==> src/rtl/axis_channel_packer.sv <==
// Block-averages six signed sample streams per frame and serializes a header plus the
// enabled channel results onto one back-pressured AXI-Stream; busy-time frames are dropped.
module axis_channel_packer #(
  parameter int unsigned SAXIS_TDATA_WIDTH = 32,
  parameter int unsigned MAXIS_TDATA_WIDTH = 32,
  parameter int unsigned ACC_WIDTH         = 48
) (
  input  logic                         a_clk,
  input  logic                         a_resetn,
  input  logic [SAXIS_TDATA_WIDTH-1:0] S_AXIS_1_tdata,
  input  logic [SAXIS_TDATA_WIDTH-1:0] S_AXIS_2_tdata,
  input  logic [SAXIS_TDATA_WIDTH-1:0] S_AXIS_3_tdata,
  input  logic [SAXIS_TDATA_WIDTH-1:0] S_AXIS_4_tdata,
  input  logic [SAXIS_TDATA_WIDTH-1:0] S_AXIS_5_tdata,
  input  logic [SAXIS_TDATA_WIDTH-1:0] S_AXIS_6_tdata,
  input  logic                         S_AXIS_1_tvalid,
  input  logic                         S_AXIS_2_tvalid,
  input  logic                         S_AXIS_3_tvalid,
  input  logic                         S_AXIS_4_tvalid,
  input  logic                         S_AXIS_5_tvalid,
  input  logic                         S_AXIS_6_tvalid,
  input  logic                         run,
  input  logic [5:0]                   channel_mask,
  input  logic [15:0]                  decimation,
  input  logic [4:0]                   shift,
  output logic [MAXIS_TDATA_WIDTH-1:0] M_AXIS_tdata,
  output logic                         M_AXIS_tvalid,
  input  logic                         M_AXIS_tready,
  output logic                         M_AXIS_tlast,
  output logic [15:0]                  frame_count,
  output logic [15:0]                  overrun_count,
  output logic                         overrun
);

  localparam int unsigned MW = MAXIS_TDATA_WIDTH;

  typedef enum logic [1:0] {StIdle, StHdr, StData} state_e;

  logic unused_tvalid;
  assign unused_tvalid = ^{S_AXIS_2_tvalid, S_AXIS_3_tvalid, S_AXIS_4_tvalid,
                           S_AXIS_5_tvalid, S_AXIS_6_tvalid};

  logic signed [SAXIS_TDATA_WIDTH-1:0] din [6];
  assign din[0] = S_AXIS_1_tdata;
  assign din[1] = S_AXIS_2_tdata;
  assign din[2] = S_AXIS_3_tdata;
  assign din[3] = S_AXIS_4_tdata;
  assign din[4] = S_AXIS_5_tdata;
  assign din[5] = S_AXIS_6_tdata;

  state_e                      state_q, state_d;
  logic signed [ACC_WIDTH-1:0] acc_q [6];
  logic signed [ACC_WIDTH-1:0] acc_d [6];
  logic [MW-1:0]               res_q [6];
  logic [MW-1:0]               res_d [6];
  logic [15:0]                 cnt_q, cnt_d, dec_c_q, dec_c_d;
  logic [5:0]                  mask_c_q, mask_c_d, mask_f_q, mask_f_d;
  logic [4:0]                  shift_c_q, shift_c_d;
  logic [2:0]                  idx_q, idx_d;
  logic [15:0]                 frame_count_q, frame_count_d;
  logic [15:0]                 overrun_count_q, overrun_count_d;
  logic                        overrun_q, overrun_d, run_q;

  logic                        strobe, done, hs, has_nxt;
  logic [16:0]                 cnt_inc;
  logic [15:0]                 dec_eff, n_eff;
  logic [5:0]                  mask_eff;
  logic [4:0]                  shift_eff;
  logic [2:0]                  first_idx, nxt_idx;
  logic signed [ACC_WIDTH-1:0] sum [6];
  logic signed [ACC_WIDTH-1:0] sh [6];
  logic [MW-1:0]               sat [6];
  logic [ACC_WIDTH-MW:0]       hi;

  always_comb begin
    strobe    = run && S_AXIS_1_tvalid;
    // The first strobe of a frame uses the live config; later strobes use the latched copy.
    mask_eff  = (cnt_q == 16'd0) ? channel_mask : mask_c_q;
    dec_eff   = (cnt_q == 16'd0) ? decimation   : dec_c_q;
    shift_eff = (cnt_q == 16'd0) ? shift        : shift_c_q;
    n_eff     = (dec_eff == 16'd0) ? 16'd1 : dec_eff;
    cnt_inc   = {1'b0, cnt_q} + 17'd1;
    done      = strobe && (cnt_inc == {1'b0, n_eff});

    mask_c_d  = mask_c_q;
    dec_c_d   = dec_c_q;
    shift_c_d = shift_c_q;
    if (strobe && cnt_q == 16'd0) begin
      mask_c_d  = channel_mask;
      dec_c_d   = decimation;
      shift_c_d = shift;
    end

    cnt_d = cnt_q;
    if (!run)        cnt_d = '0;
    else if (strobe) cnt_d = done ? '0 : cnt_inc[15:0];

    hi = '0;
    for (int k = 0; k < 6; k++) begin
      sum[k] = acc_q[k] + ACC_WIDTH'(din[k]);
      sh[k]  = sum[k] >>> shift_eff;
      hi     = sh[k][ACC_WIDTH-1:MW-1];
      if ((&hi) || !(|hi)) sat[k] = sh[k][MW-1:0];
      else                 sat[k] = sh[k][ACC_WIDTH-1] ? {1'b1, {(MW-1){1'b0}}}
                                                       : {1'b0, {(MW-1){1'b1}}};
      acc_d[k] = acc_q[k];
      if (!run)        acc_d[k] = '0;
      else if (strobe) acc_d[k] = done ? '0 : sum[k];
    end
  end

  // Channel walk: lowest enabled channel, and the next enabled channel above idx_q.
  always_comb begin
    first_idx = '0;
    nxt_idx   = '0;
    has_nxt   = 1'b0;
    for (int k = 5; k >= 0; k--) begin
      if (mask_f_q[k]) first_idx = 3'(k);
      if (mask_f_q[k] && (3'(k) > idx_q)) begin
        nxt_idx = 3'(k);
        has_nxt = 1'b1;
      end
    end
  end

  always_comb begin
    M_AXIS_tvalid = (state_q != StIdle);
    M_AXIS_tlast  = ((state_q == StHdr) && (mask_f_q == 6'd0)) ||
                    ((state_q == StData) && !has_nxt);
    M_AXIS_tdata  = '0;
    if (state_q == StHdr)       M_AXIS_tdata = MW'({8'hA5, 2'b00, mask_f_q, frame_count_q});
    else if (state_q == StData) M_AXIS_tdata = res_q[idx_q];
    hs = M_AXIS_tvalid && M_AXIS_tready;

    state_d         = state_q;
    idx_d           = idx_q;
    res_d           = res_q;
    mask_f_d        = mask_f_q;
    frame_count_d   = frame_count_q;
    overrun_count_d = overrun_count_q;
    overrun_d       = overrun_q;

    if (run && !run_q) overrun_d = 1'b0;
    if (done && state_q != StIdle) begin
      overrun_d = 1'b1;
      if (overrun_count_q != 16'hFFFF) overrun_count_d = overrun_count_q + 16'd1;
    end

    unique case (state_q)
      StIdle: begin
        if (done) begin
          state_d  = StHdr;
          res_d    = sat;
          mask_f_d = mask_eff;
        end
      end
      StHdr: begin
        if (hs) begin
          if (mask_f_q != 6'd0) begin
            state_d = StData;
            idx_d   = first_idx;
          end else begin
            state_d       = StIdle;
            frame_count_d = frame_count_q + 16'd1;
          end
        end
      end
      StData: begin
        if (hs) begin
          if (has_nxt) begin
            idx_d = nxt_idx;
          end else begin
            state_d       = StIdle;
            frame_count_d = frame_count_q + 16'd1;
          end
        end
      end
      default: state_d = StIdle;
    endcase
  end

  always_ff @(posedge a_clk or negedge a_resetn) begin
    if (!a_resetn) begin
      state_q         <= StIdle;
      cnt_q           <= '0;
      dec_c_q         <= '0;
      mask_c_q        <= '0;
      shift_c_q       <= '0;
      mask_f_q        <= '0;
      idx_q           <= '0;
      frame_count_q   <= '0;
      overrun_count_q <= '0;
      overrun_q       <= 1'b0;
      run_q           <= 1'b0;
      for (int k = 0; k < 6; k++) begin
        acc_q[k] <= '0;
        res_q[k] <= '0;
      end
    end else begin
      state_q         <= state_d;
      cnt_q           <= cnt_d;
      dec_c_q         <= dec_c_d;
      mask_c_q        <= mask_c_d;
      shift_c_q       <= shift_c_d;
      mask_f_q        <= mask_f_d;
      idx_q           <= idx_d;
      frame_count_q   <= frame_count_d;
      overrun_count_q <= overrun_count_d;
      overrun_q       <= overrun_d;
      run_q           <= run;
      for (int k = 0; k < 6; k++) begin
        acc_q[k] <= acc_d[k];
        res_q[k] <= res_d[k];
      end
    end
  end

  assign frame_count   = frame_count_q;
  assign overrun_count = overrun_count_q;
  assign overrun       = overrun_q;

endmodule

==> config.mk <==
export PLATFORM = sky130hd
export DESIGN_NAME = axis_channel_packer
export DESIGN_NICKNAME = d
export VERILOG_FILES = /design/src/rtl/axis_channel_packer.sv
export SDC_FILE = /design/constraint.sdc
export NUM_CORES = 2
export LEC_CHECK = 0
export BUFFER_PORTS_ARGS = -buffer_cell sky130_fd_sc_hd__clkbuf_2
export CAP_MARGIN = 20
export CORE_MARGIN = 2
export CORE_UTILIZATION = 34
export DETAILED_ROUTE_END_ITERATION = 10
export HOLD_SLACK_MARGIN = 0.06
export SYNTH_ARGS = -nofsm -noshare
export SYNTH_HDL_FRONTEND = slang
export SYNTH_SLANG_ARGS = --single-unit
==> constraint.sdc <==
create_clock -name a_clk -period 8.9 [get_ports a_clk]
set_input_delay 0.445 -clock a_clk [delete_from_list [all_inputs] [get_ports a_clk]]
set_output_delay 0.445 -clock a_clk [all_outputs]
set_load 0.005 [all_outputs]
==> results.yml <==
setup_path:
  critical-path-slowest-cell: "nor2_4"
  cp-startpoint: "cnt_q[0]"
  r2r_cells: 16
  cp_num_cells: 16
  critPathMaxFanout: 134
  crit_chain: "inv_1, ha_1, nor4b_2, and4_2, mux2i_4, buf_12, nor2_4, buf_4, nand2_1, a31oi_1, a2bb2oi_1, o211ai_1, nand4b_1, o41a_1, nor3_2, nor3_1"
  required_ns: 9.48
  critPathLaunchType: "flop"
  cp_num_buf_inv: 3
  crit_type: "flop to flop"
  max_stage_delay_ns: 1.07
  r2r-start: "cnt_q[0]"
  worst_path_dominant_cell_family: "simple AND/OR/NAND/NOR gates"
  cp-end-kind: "flop"
  arrival_ns: 7.82
die:
  die_y_um: 432
  die_area_um2: 187000
  row_count: 157
  start_util: 0.341
  pin_count: 296
  die_w_um: 432
  core_um2: 182000
global_routing:
  grt_max_degree: 160
  overflow: 0
  grt_pass1_vias: 63500
  grt_pass1_wl_um: 412000
  antenna_found_initial: 10
  groute.usage.overall: 0.286
layout:
  drive_above_1_share: 0.0981
  syn2layout_area_growth_pct: 9.94
  multi_input_area_um2: 45100
  layout_common_cells: "nand2_1 (1019), nor2_1 (781), a21oi_1 (777), o21ai_0 (595), dfrtp_1 (565)"
  final_common_cell: "nand2_1"
  fillers: 19100
  final-seq-area_um2: 14200
  finalNetCount: 8653
  stdcell_area_um2: 68400
timing:
  hold_violations: 0
  skew_ns: 0.0233
  worst_slew_pin_slew_ns: 1.18
  timing.slew.headroom: 0.203
  rsz0062_at_grt: "no"
  setup_viol: 0
  period_minus_slack_ns: 7.23
  tns_ns: 0
  period_share: 0.813
  max_freq_ghz: 0.138
  drv_slew: 0
  setup_ws_ns: 1.67
drt:
  wl_um: 278000
  final_antenna_net_count: 0
  num_vias: 68000
  drt_iter0_drc: 8338
  first_pass_iters: 8
  drc: 0
  wl_per_cell_um: 26.3
  viasPerCell: 6.42
clocking:
  cts_max_path_buffers: 3
  cts-buffers-inserted: 81
  root_buffer: "clkbuf_16"
  postCtsSetupRepairBufs: 0
  clock_latency_ns: 0.74
  tritoncts: "done"
  h-tree-depth: 3
  clkSinkCount: 568
  clk_pin_slew_ns: 0.06
power_and_ir_drop:
  irDropWorstVdd_uv: 194
  switchingPower_uw: 8420
  power.density_nw_per_um2: 243
  p_int_uw: 8210
  p_clk_frac: 0.222
  p_sw_frac: 0.507
  p_seq_frac: 0.180
  combPwrFrac: 0.598
  p_leak_uw: 0.0288
place:
  dp_hpwl_um: 209000
  portBuffers: 290
  place_worst_setup_slack_ns: 2.11
  placed_area_um2: 65200
  gp_congestion: 1.01
worst_hold_path:
  hold_path.startpoint: "S_AXIS_2_tdata[0]"
  hp-class: "primary input to flop"
  whs_path_depth: 3
synth:
  ys.warnings.count: 0
  ys_ff_latch: 568
  synth.largest_area_cell: "dfrtp_1"
  synth-async-reset-ratio: 1.00
  ys_types: 125
  synth_top_area_frac: 0.228
  ys.flop_type: "dfrtp_1"
  synth_fp_nets: 8770
  synth_area_per_cell_um2: 7.55
  synth_area_um2: 62300
  syn_inst: 8249
  synth-edff-count: 0
  ys_top_cells_by_area: "dfrtp_1 (23%), mux2i_1 (6.6%), a21oi_1 (6.2%), nand2_1 (6.2%), ha_1 (5.7%)"
  ys_seq_area_frac: 0.228
outcome:
  status: "finished clean"
job:
  maxCapViolCount: 0
## worst min-delay path: cells and delay by family
| family | cells | cell delay (ns) |
|---|---|---|
| AO/OA/AOI/OAI | 1 | 0.12 |
| buffers and inverters | 1 | 0.10 |
| adder cells (fa/ha/maj) | 1 | 0.16 |
## synthesized netlist by cell type (all sizes together), types with 83 or more instances
cell type     n
a21o         99
clkbuf      364
nand4       175
ha          286
a22o        210
o21ai       642
nand2      1024
dfrtp       568
o21a        103
buf         278
xnor2       163
o22a         90
a211oi      240
inv          89
nor3        186
mux2         95
nand3       183
a31oi        83
o211ai      179
a21oi       794
nor2        789
mux2i       412
## worst paths after layout
path,to,slack (ns)
hold reg to reg,acc_q[84],0.48
setup / recovery,res_q[141],1.67
min in group asynchronous,acc_q[205],0.33
max in group asynchronous,idx_q[1],6.35
setup reg to reg,res_q[141],1.67
hold / removal,acc_q[192],0.13
## layout make-up
class                      instances  area share
clock buffer                     106      0.0331
multi-input combinational       6950       0.660
tap                             2385      0.0436
antenna                            5    0.000183
clock inverter                    42     0.00996
sequential                       568       0.208
inverter                          89     0.00488
timing repair buffer             442      0.0410
## power by group through the flow
stage	combinational (µW)	clock (µW)	sequential, µW
floorplan	6550	0	2970
CTS	9620	3760	2990
global placement	9530	0	3020
detailed placement	9560	0	3030
global route	10600	3860	3020
finish	9940	3690	2990
## metal layers
| layer | GRT usage | share of wire |
|---|---|---|
| met1 | 0.398 | 0.44 |
| met5 | 0 | 0.00025 |
| met2 | 0.435 | 0.43 |
| met3 | 0.0449 | 0.085 |
| met4 | 0.127 | 0.051 |
## through the flow
| stage | total power [µW] | util | instances | hold WS (ns) |
|---|---|---|---|---|
| floorplan | 9520 | - | 8249 | 0.149 |
| global placement | 12600 | 0.357 | 10400 | 0.466 |
| detailed placement | 12600 | 0.357 | 10400 | 0.474 |
| CTS | 16400 | 0.375 | 10600 | 0.0760 |
| global route | 17500 | 0.375 | 10600 | 0.133 |
| finish | 16600 | 0.375 | 10600 | 0.127 |
## kinds of logic after synthesis
group | count (synthesis) | synth area share
AOI/OAI and AO/OA | 3092 | 0.336
xor gates and xnor gates | 244 | 0.0347
adders and majority gates | 292 | 0.0594
buffers and inverters | 731 | 0.0501
DFF | 568 | 0.228
muxes | 507 | 0.0835
and+or+nand+nor | 2815 | 0.208
## state kept, by name, indices dropped and copies added (netlist names)
signal	count
dec_c_q	16
idx_q	3
cnt_q	16
acc_q	288
state_q	2
frame_count	16
mask_c_q	6
run_q	1
shift_c_q	5
overrun_count	16
overrun	1
mask_f_q	6
res_q	192
## timing repair
action                                 in CTS  in global routing
endpoints found under the hold margin     111                  0
resized for setup                           0                  0
hold buffers                               29                  0
Note: power is estimated with default switching activity, not from simulation.
